## src/rtl/mips_phase_sequencer.sv

```systemverilog
// Phase sequencer for the single-cycle MIPS datapath: drives the five phase
// strobes per instruction, detects end-of-program and dumps the register bank.
module mips_phase_sequencer #(
    parameter int unsigned PC_TICKS    = 1,
    parameter int unsigned INST_TICKS  = 5,
    parameter int unsigned DATA_TICKS  = 5,
    parameter int unsigned REG_TICKS   = 1,
    parameter int unsigned NUM_CYCLES  = 200,
    parameter int unsigned EMPTY_LIMIT = 3
) (
    input  logic        clock,
    input  logic        reset_n,
    input  logic        start,
    input  logic        step_mode,
    input  logic        step,
    input  logic [31:0] instruction,
    output logic        pc_clock,
    output logic        inst_clock,
    output logic        data_clock,
    output logic        muu_clock,
    output logic        reg_clock,
    output logic [4:0]  reg_rd_addr,
    input  logic [31:0] reg_rd_data,
    output logic        dump_valid,
    output logic [4:0]  dump_index,
    output logic [31:0] dump_data,
    output logic        running,
    output logic        done,
    output logic [1:0]  halt_cause,
    output logic [15:0] cycle_count
);

    typedef enum logic [2:0] {
        IDLE, PH_PC, PH_INST, PH_DATA, PH_REG, PAUSE, DUMP, DONE
    } state_t;

    localparam logic [3:0]  PC_LAST   = 4'(PC_TICKS - 1);
    localparam logic [3:0]  INST_LAST = 4'(INST_TICKS - 1);
    localparam logic [3:0]  DATA_LAST = 4'(DATA_TICKS - 1);
    localparam logic [3:0]  REG_LAST  = 4'(REG_TICKS - 1);
    localparam logic [15:0] CYC_LIM   = 16'(NUM_CYCLES);
    localparam logic [3:0]  EMPTY_LIM = 4'(EMPTY_LIMIT);

    state_t      state_q, state_d;
    logic [3:0]  tick_q, tick_d;
    logic [3:0]  empty_q, empty_d;
    logic [15:0] cycle_q, cycle_d;
    logic [1:0]  cause_q, cause_d;
    logic [5:0]  dump_cnt_q, dump_cnt_d;
    logic        running_q, running_d;
    logic        done_q, done_d;
    logic        dump_valid_q, dump_valid_d;
    logic [4:0]  dump_index_q, dump_index_d;
    logic [31:0] dump_data_q, dump_data_d;
    logic [3:0]  strobe_q, strobe_d;   // {pc, inst, data, reg}

    logic [3:0]  empty_nxt;
    logic [15:0] cycle_nxt;
    logic [1:0]  cause_nxt;

    // Next-state, counters and registered-output values
    always_comb begin
        state_d      = state_q;
        tick_d       = tick_q;
        empty_d      = empty_q;
        cycle_d      = cycle_q;
        cause_d      = cause_q;
        dump_cnt_d   = dump_cnt_q;
        running_d    = running_q;
        done_d       = done_q;
        dump_valid_d = 1'b0;
        dump_index_d = dump_index_q;
        dump_data_d  = dump_data_q;

        empty_nxt = (instruction == '0) ? ((empty_q == 4'hF) ? 4'hF : empty_q + 4'd1) : '0;
        cycle_nxt = (cycle_q == 16'hFFFF) ? 16'hFFFF : cycle_q + 16'd1;
        cause_nxt = {cycle_nxt == CYC_LIM, empty_nxt == EMPTY_LIM};

        case (state_q)
            IDLE, DONE: begin
                if (start) begin
                    state_d   = PH_PC;
                    tick_d    = '0;
                    cycle_d   = '0;
                    empty_d   = '0;
                    cause_d   = '0;
                    done_d    = 1'b0;
                    running_d = 1'b1;
                end
            end
            PH_PC: begin
                if (tick_q == PC_LAST) begin
                    state_d = PH_INST;
                    tick_d  = '0;
                end else begin
                    tick_d = tick_q + 4'd1;
                end
            end
            PH_INST: begin
                if (tick_q == INST_LAST) begin
                    state_d = PH_DATA;
                    tick_d  = '0;
                end else begin
                    tick_d = tick_q + 4'd1;
                end
            end
            PH_DATA: begin
                if (tick_q == DATA_LAST) begin
                    state_d = PH_REG;
                    tick_d  = '0;
                end else begin
                    tick_d = tick_q + 4'd1;
                end
            end
            PH_REG: begin
                if (tick_q == REG_LAST) begin
                    tick_d  = '0;
                    empty_d = empty_nxt;
                    cycle_d = cycle_nxt;
                    cause_d = cause_nxt;
                    if (|cause_nxt) begin
                        state_d    = DUMP;
                        running_d  = 1'b0;
                        dump_cnt_d = '0;
                    end else if (step_mode) begin
                        state_d = PAUSE;
                    end else begin
                        state_d = PH_PC;
                    end
                end else begin
                    tick_d = tick_q + 4'd1;
                end
            end
            PAUSE: begin
                if (step || !step_mode) begin
                    state_d = PH_PC;
                    tick_d  = '0;
                end
            end
            DUMP: begin
                // Address runs one cycle ahead of the registered dump outputs;
                // count 32 means index 31 is on the outputs this cycle.
                if (dump_cnt_q[5]) begin
                    state_d = DONE;
                    done_d  = 1'b1;
                end else begin
                    dump_valid_d = 1'b1;
                    dump_index_d = dump_cnt_q[4:0];
                    dump_data_d  = reg_rd_data;
                    dump_cnt_d   = dump_cnt_q + 6'd1;
                end
            end
            default: state_d = IDLE;
        endcase

        // Strobes follow the next state so they are high exactly in their phase
        case (state_d)
            PH_PC:   strobe_d = 4'b1000;
            PH_INST: strobe_d = 4'b0100;
            PH_DATA: strobe_d = 4'b0010;
            PH_REG:  strobe_d = 4'b0001;
            default: strobe_d = 4'b0000;
        endcase
    end

    // State and output registers with asynchronous clear
    always_ff @(posedge clock or negedge reset_n) begin
        if (!reset_n) begin
            state_q      <= IDLE;
            tick_q       <= '0;
            empty_q      <= '0;
            cycle_q      <= '0;
            cause_q      <= '0;
            dump_cnt_q   <= '0;
            running_q    <= 1'b0;
            done_q       <= 1'b0;
            dump_valid_q <= 1'b0;
            dump_index_q <= '0;
            dump_data_q  <= '0;
            strobe_q     <= '0;
        end else begin
            state_q      <= state_d;
            tick_q       <= tick_d;
            empty_q      <= empty_d;
            cycle_q      <= cycle_d;
            cause_q      <= cause_d;
            dump_cnt_q   <= dump_cnt_d;
            running_q    <= running_d;
            done_q       <= done_d;
            dump_valid_q <= dump_valid_d;
            dump_index_q <= dump_index_d;
            dump_data_q  <= dump_data_d;
            strobe_q     <= strobe_d;
        end
    end

    assign pc_clock    = strobe_q[3];
    assign inst_clock  = strobe_q[2];
    assign data_clock  = strobe_q[1];
    assign muu_clock   = strobe_q[1];
    assign reg_clock   = strobe_q[0];
    assign reg_rd_addr = dump_cnt_q[4:0];
    assign dump_valid  = dump_valid_q;
    assign dump_index  = dump_index_q;
    assign dump_data   = dump_data_q;
    assign running     = running_q;
    assign done        = done_q;
    assign halt_cause  = cause_q;
    assign cycle_count = cycle_q;

endmodule
```

## config.mk

```make
export PLATFORM = sky130hd
export DESIGN_NAME = mips_phase_sequencer
export DESIGN_NICKNAME = d
export VERILOG_FILES = /design/src/rtl/mips_phase_sequencer.sv
export SDC_FILE = /design/constraint.sdc
export NUM_CORES = 1
export LEC_CHECK = 0
export CORE_MARGIN = 4
export CORE_UTILIZATION = 46
export DETAILED_ROUTE_END_ITERATION = 8
export HOLD_SLACK_MARGIN = 0.03
export PLACE_DENSITY_LB_ADDON = 0.05
export SETUP_SLACK_MARGIN = 0.15
export SYNTH_ARGS = -nofsm -noshare
export SYNTH_HDL_FRONTEND = slang
export SYNTH_SLANG_ARGS = --single-unit
```

## constraint.sdc

```tcl
create_clock -name clock -period 3.15 [get_ports clock]
set_input_delay 0.63 -clock clock [delete_from_list [all_inputs] [get_ports clock]]
set_output_delay 0.63 -clock clock [all_outputs]
set_load 0.05 [all_outputs]
```

Yosys cells after proc, flatten, opt, wreduce, memory -nomap -nowiden
Index checks and enable logic that the tools add are counted.

word-level totals
  word-level logic and storage cells = 100
  output and inout bits = 68
  bits of input ports = 69
  flip-flop bits (word level) = 79

cells by class
  add/sub/neg operators = 4
  reductions and logical operators = 20
  equality and inequality tests = 22
  mux-type cells = 40
  bitwise logic cells = 1

operators with widths
  operator                                         number
  2-to-1 mux 16 bit                                3
  zero test 32 bit                                 1
  one-hot mux 16 bit (2 select lines)              1
  one-hot mux 4 bit (4 select lines)               2
  2-to-1 mux 4 bit                                 7
  2-to-1 mux 3 bit                                 9
  one-hot mux 3 bit (7 select lines)               1
  2-to-1 mux 6 bit                                 3
  adder 16 x 1 -> 16 bit (second input constant)   1
  == test 16 bit (second input constant)           1
  == test 16 x 8 -> 1 bit (second input constant)  1
  == test 3 bit (second input constant)            5
  == test 3 x 2 -> 1 bit (second input constant)   4
  != test 2 bit (second input constant)            6
  one-hot mux 6 bit (2 select lines)               1
  AND reduction 3 bit                              4
  adder 4 x 1 -> 4 bit (second input constant)     2
  one-hot mux 4 bit (2 select lines)               1
  AND reduction 4 bit                              2
  OR reduction 2 bit                               4
  2-to-1 mux 1 bit                                 7
  adder 6 x 1 -> 6 bit (second input constant)     1
  == test 3 x 1 -> 1 bit (second input constant)   2
  nonzero test 2 bit                               3
  13 further kinds                                 15

Depth between registers and ports, before layout
  depth in word-level cells = 10
  mapped depth = 9
  gate-level depth less buffers = 9

Worst setup path before layout
OpenSTA, ideal clock, no wires.

  path type = register to register
  start point = register cycle_q[1] (netlist: cycle_count[1])
  end point = register strobe_q[3]
  path buffers = 0
  arrival = 2517 ps
  data required time = 3030 ps
  library setup time = 120 ps
  cell stages (with the launch flop) = 9
  setup slack = 513 ps
  clock period less this slack = 2637 ps
  cell sequence = dfrtp_1 ha_1 nand3_1 nor3_2 mux2i_1 o2111ai_2 o31ai_4 o21ai_2 and3_2

between the ends
  cells in the longest elaborated chain, start to end = 9
  elaborated cells on any way between the ends = 13
  those cells by class = add/sub (1); eq/ne (6); mux (5); reduce/logical (1)

ends and longest elaborated chain
  what                                                             line  source
  start, declared                                                  47    logic [15:0] cycle_q, cycle_d;
  start signal, assigned                                           185   cycle_q <= cycle_d;
  adder 16 x 1 -> 16 bit / == test 16 bit (equally long branches)  76    cycle_nxt = (cycle_q == 16'hFFFF) ? 16'hFFFF : cycle_q + 16'd1;
  2-to-1 mux 16 bit (*)                                            76
  == test 16 x 8 -> 1 bit (*)                                      77    cause_nxt = {cycle_nxt == CYC_LIM, empty_nxt == EMPTY_LIM};
  OR reduction 2 bit (*)                                           121   if (|cause_nxt) begin
  2-to-1 mux 3 bit (*)                                             121
  2-to-1 mux 3 bit (*)                                             116   if (tick_q == REG_LAST) begin
  one-hot mux 3 bit (7 select lines) (*)                           79    case (state_q)
  via state_d[0]                                                   44    state_t state_q, state_d;
  == test 3 bit, or another cell as far along                      157   case (state_d)
  one-hot mux 4 bit (4 select lines) (*)                           157
  via strobe_d[3]                                                  55    logic [3:0] strobe_q, strobe_d;
  end signal, assigned                                             193   strobe_q <= strobe_d;
  end, declared                                                    55

Mark *: on every way through the listed nets, which the timed path passes. The rest lies on a longest branch.
A chain may end at the register's enable or synchronous reset.

Final worst setup path
Same ends and word-level chain as after synthesis.

==> metrics.md <==
| Metric | Value |
|---|---|
| Final net count | around 600 |
| Setup tns final | 0 ps |
| TritonRoute pass-1 iters | 4 |
| CTS Buffer Depth | 2 |
| CTS tree | done |
| Reg2reg path depth | 8 |
| Die area | 10670 um^2 |
| I/O pins | around 140 |
| Setup CP Type | register to register |
| Via count | 3554 |
| Root buf cell | clkbuf_8 |
| LEAKAGE | about 0.0024 uW |
| Reg2reg start | cycle_count[1] |
| Initial DRC count | roughly 140 |
| Initial cell density of the core | between 40% and 50% |
| Setup ws final | ~470 ps |
| Peak Freq | roughly 370 MHz |
| Yosys cell types | a little under 70 |
| Antenna Cells | 0 |
| GRT Util Overall | around a fifth |
| Most common cell after layout, fill and taps aside | clkdlybuf4s50_1 |
| Largest net degree at the start of global routing | 80 |
| Top FF cell, synth | dfrtp_1 |
| Mean Syn Cell Area | 10.37 um^2 |
| Number of global-route vias before repair | about 3500 |
| Crit end category | register |
| H-tree depth | 3 |
| Mapped Cells | approximately 400 |
| Core Box Area | roughly 9000 um^2 |
| CTS Buf Count | 9 |
| Data arrival, critical path | 2930 ps |
| Worst hold path type | input port to asynchronous set/reset pin |
| Horiz. Die Dim | about 100 um |
| Hold_buf cts | 0 |
| Grt total ovfl | 0 |
| Post-synthesis sequential element count | between 70 and 80 |
| Slew margin rel. | roughly 34% |
| Drt total wl | around 10000 um |
| First-pass GRT wire length | 16560 um |
| Critical R2R Capture | strobe_q[3] |
| Minimum clock period | about 2700 ps |
| Commonest cells after routing, fill and taps aside | clkdlybuf4s50_1 (135), dfrtp_1 (79), mux2_2 (39), nand2_1 (38), o21ai_0 (37) |
| Final Setup Violations | 0 |
| CP Max Fanout | 11 |
| Total of max-cap violations | 0 |
| Cell area after synthesis | between 4000 and 5000 um^2 |
| Port bufs | about 140 |
| Placed wire-length estimate | roughly 7400 um |
| Synth Net Count | 477 |
| Vias per cell | 5.544 |
| Final number of hold-violating endpoints | 0 |
| Max-slew violation count | 0 |
| Crit start category | register |
| Worst-Margin Slew | approximately 1000 ps |
| Layout cell share with drive strength beyond 1 | 16.32% |
| Fin crit share | around 85% |
| FILL cells | between 700 and 800 |
| Post-synthesis sequential area ratio | between 40 and 50% |
| Status | finished clean |
| Wirelength per Cell | ~16 um |
| Clock Skew | about 17 ps |
| Worst skew pair latency | 360 ps |
| Ys async rst share | 100.0% |
| Syn. warnings | 0 |
| Clk slew on worst S/H paths | approximately 90 ps |
| Peak VDD IR | about 0.00057 V |
| Flop-to-flop setup slack | between 400 and 500 ps |
| Area grow syn2layout | 38.04% |
| Number of synthesized flops with an enable pin | 0 |
| Sink Count | 79 |
| Number of remaining DRC errors | 0 |
| Routability cong. | 0.8424 |
| Power Density | about 560 nW/um^2 |
| Final ANT Viol Nets | 0 |
| DP Worst Slack | a little under 300 ps |
| Row count | 34 |
| Initial antenna violation count | 0 |
| Die Y | between 100 and 150 um |
| Data required time of the worst path | 3410 ps |
| RSZ-0062 raised after global routing | no |
## cells in the mapped netlist (4+ instances only)
| master | count | area share (%) |
|---|---|---|
| a21oi_1 | 19 | 2.3 |
| a22o_1 | 6 | 1.3 |
| a31oi_1 | 6 | 0.90 |
| buf_2 | 6 | 0.72 |
| buf_4 | 6 | 1.1 |
| clkbuf_1 | 11 | 0.99 |
| dfrtp_1 | 79 | 47 |
| ha_1 | 5 | 1.5 |
| inv_1 | 9 | 0.81 |
| mux2_2 | 39 | 11 |
| mux2i_1 | 4 | 0.96 |
| nand2_1 | 38 | 3.4 |
| nand2b_1 | 7 | 1.0 |
| nand3_1 | 14 | 1.7 |
| nand4_1 | 11 | 1.6 |
| nor2_1 | 17 | 1.5 |
| nor2b_1 | 5 | 0.75 |
| nor3_1 | 6 | 0.72 |
| nor4_1 | 9 | 1.3 |
| o21ai_0 | 37 | 4.4 |
| o31ai_1 | 4 | 0.72 |
| xnor2_1 | 4 | 0.84 |
| xor2_1 | 5 | 1.0 |
## per-layer routing
metal	up-vias	wire length, um	track usage [%]
met4	0	123	5.677
met1	1717	4294	24.65
li1	1714	-	-
met5	-	0	0
met3	14	692	5.768
met2	109	5196	32.46
## registers in the layout (all words and copies together) (netlist names)
register,flops
dump_data,32
cycle_count,16
dump_cnt_q,6
dump_index,5
empty_q,4
strobe_q,4
tick_q,4
state_q,3
halt_cause,2
done,1
dump_valid,1
running,1
## worst max-delay path by stage
stage	endpoint	slack, ps	startpoint	depth (start not counted)
floorplan	strobe_q[3]	510	cycle_count[1]	8
CTS	strobe_q[3]	260	cycle_count[1]	8
global placement	strobe_q[3]	430	cycle_count[0]	8
detailed placement	strobe_q[3]	290	cycle_count[1]	8
finish	strobe_q[3]	470	cycle_count[1]	8
global route	strobe_q[3]	230	cycle_count[1]	8
## through the flow
stage,cell area [um^2],std cells,total power [uW],hold slack [ps],utilization [%]
3_5_place_dp,5540,623,2516,473.7,63.22
5_1_grt,5767,641,3469,509.0,65.81
6_report,5767,641,3252,419.2,65.81
2_1_floorplan,4178,403,2150,334.4,-
3_3_place_gp,5540,623,2492,473.6,63.22
4_1_cts,5737,638,3280,479.0,65.46
## final cells by class
| class | instances | area (um^2) | share of cell area, % |
|---|---|---|---|
| clock inverter | 5 | 58.81 | 1.020 |
| inverter | 10 | 37.54 | 0.6509 |
| clock buffer | 10 | 137.6 | 2.387 |
| timing repair buffer | 143 | 1411 | 24.47 |
| multi-input combinational | 286 | 2009 | 34.84 |
| sequential | 79 | 1977 | 34.28 |
| tap | 108 | 135.1 | 2.343 |
## logic make-up after synthesis
kind of cell | Yosys count | share of synthesized area [%]
simple gates | 132 | 17.52
compound gates | 97 | 15.42
flops | 79 | 47.32
mux | 43 | 11.47
buf+inv | 38 | 4.881
xor+xnor | 9 | 1.887
fa+ha+maj | 5 | 1.497
## power breakdown
group / switching [uW] / internal (uW) / leakage, uW / total, uW
clock network: 370 / 383 / 0.0000944 / 753
registers: 232 / 1120 / 0.00105 / 1350
logic: 667 / 479 / 0.00130 / 1150
total: 1270 / 1980 / 0.00244 / 3250
## worst max-delay path: stages (launching register included)
cell	delay (ps)
dfrtp_1	500
ha_2	360
nand3_1	200
nor3_2	350
mux2i_1	270
o2111ai_2	210
o31ai_4	370
o21ai_2	100
and3_2	220
## repair_timing
item | in CTS | in global routing
resized for setup | 0 | 2
setup buffers | 0 | 3
endpoints found under the setup margin | 0 | 13
(Power assumes the default switching activity.)
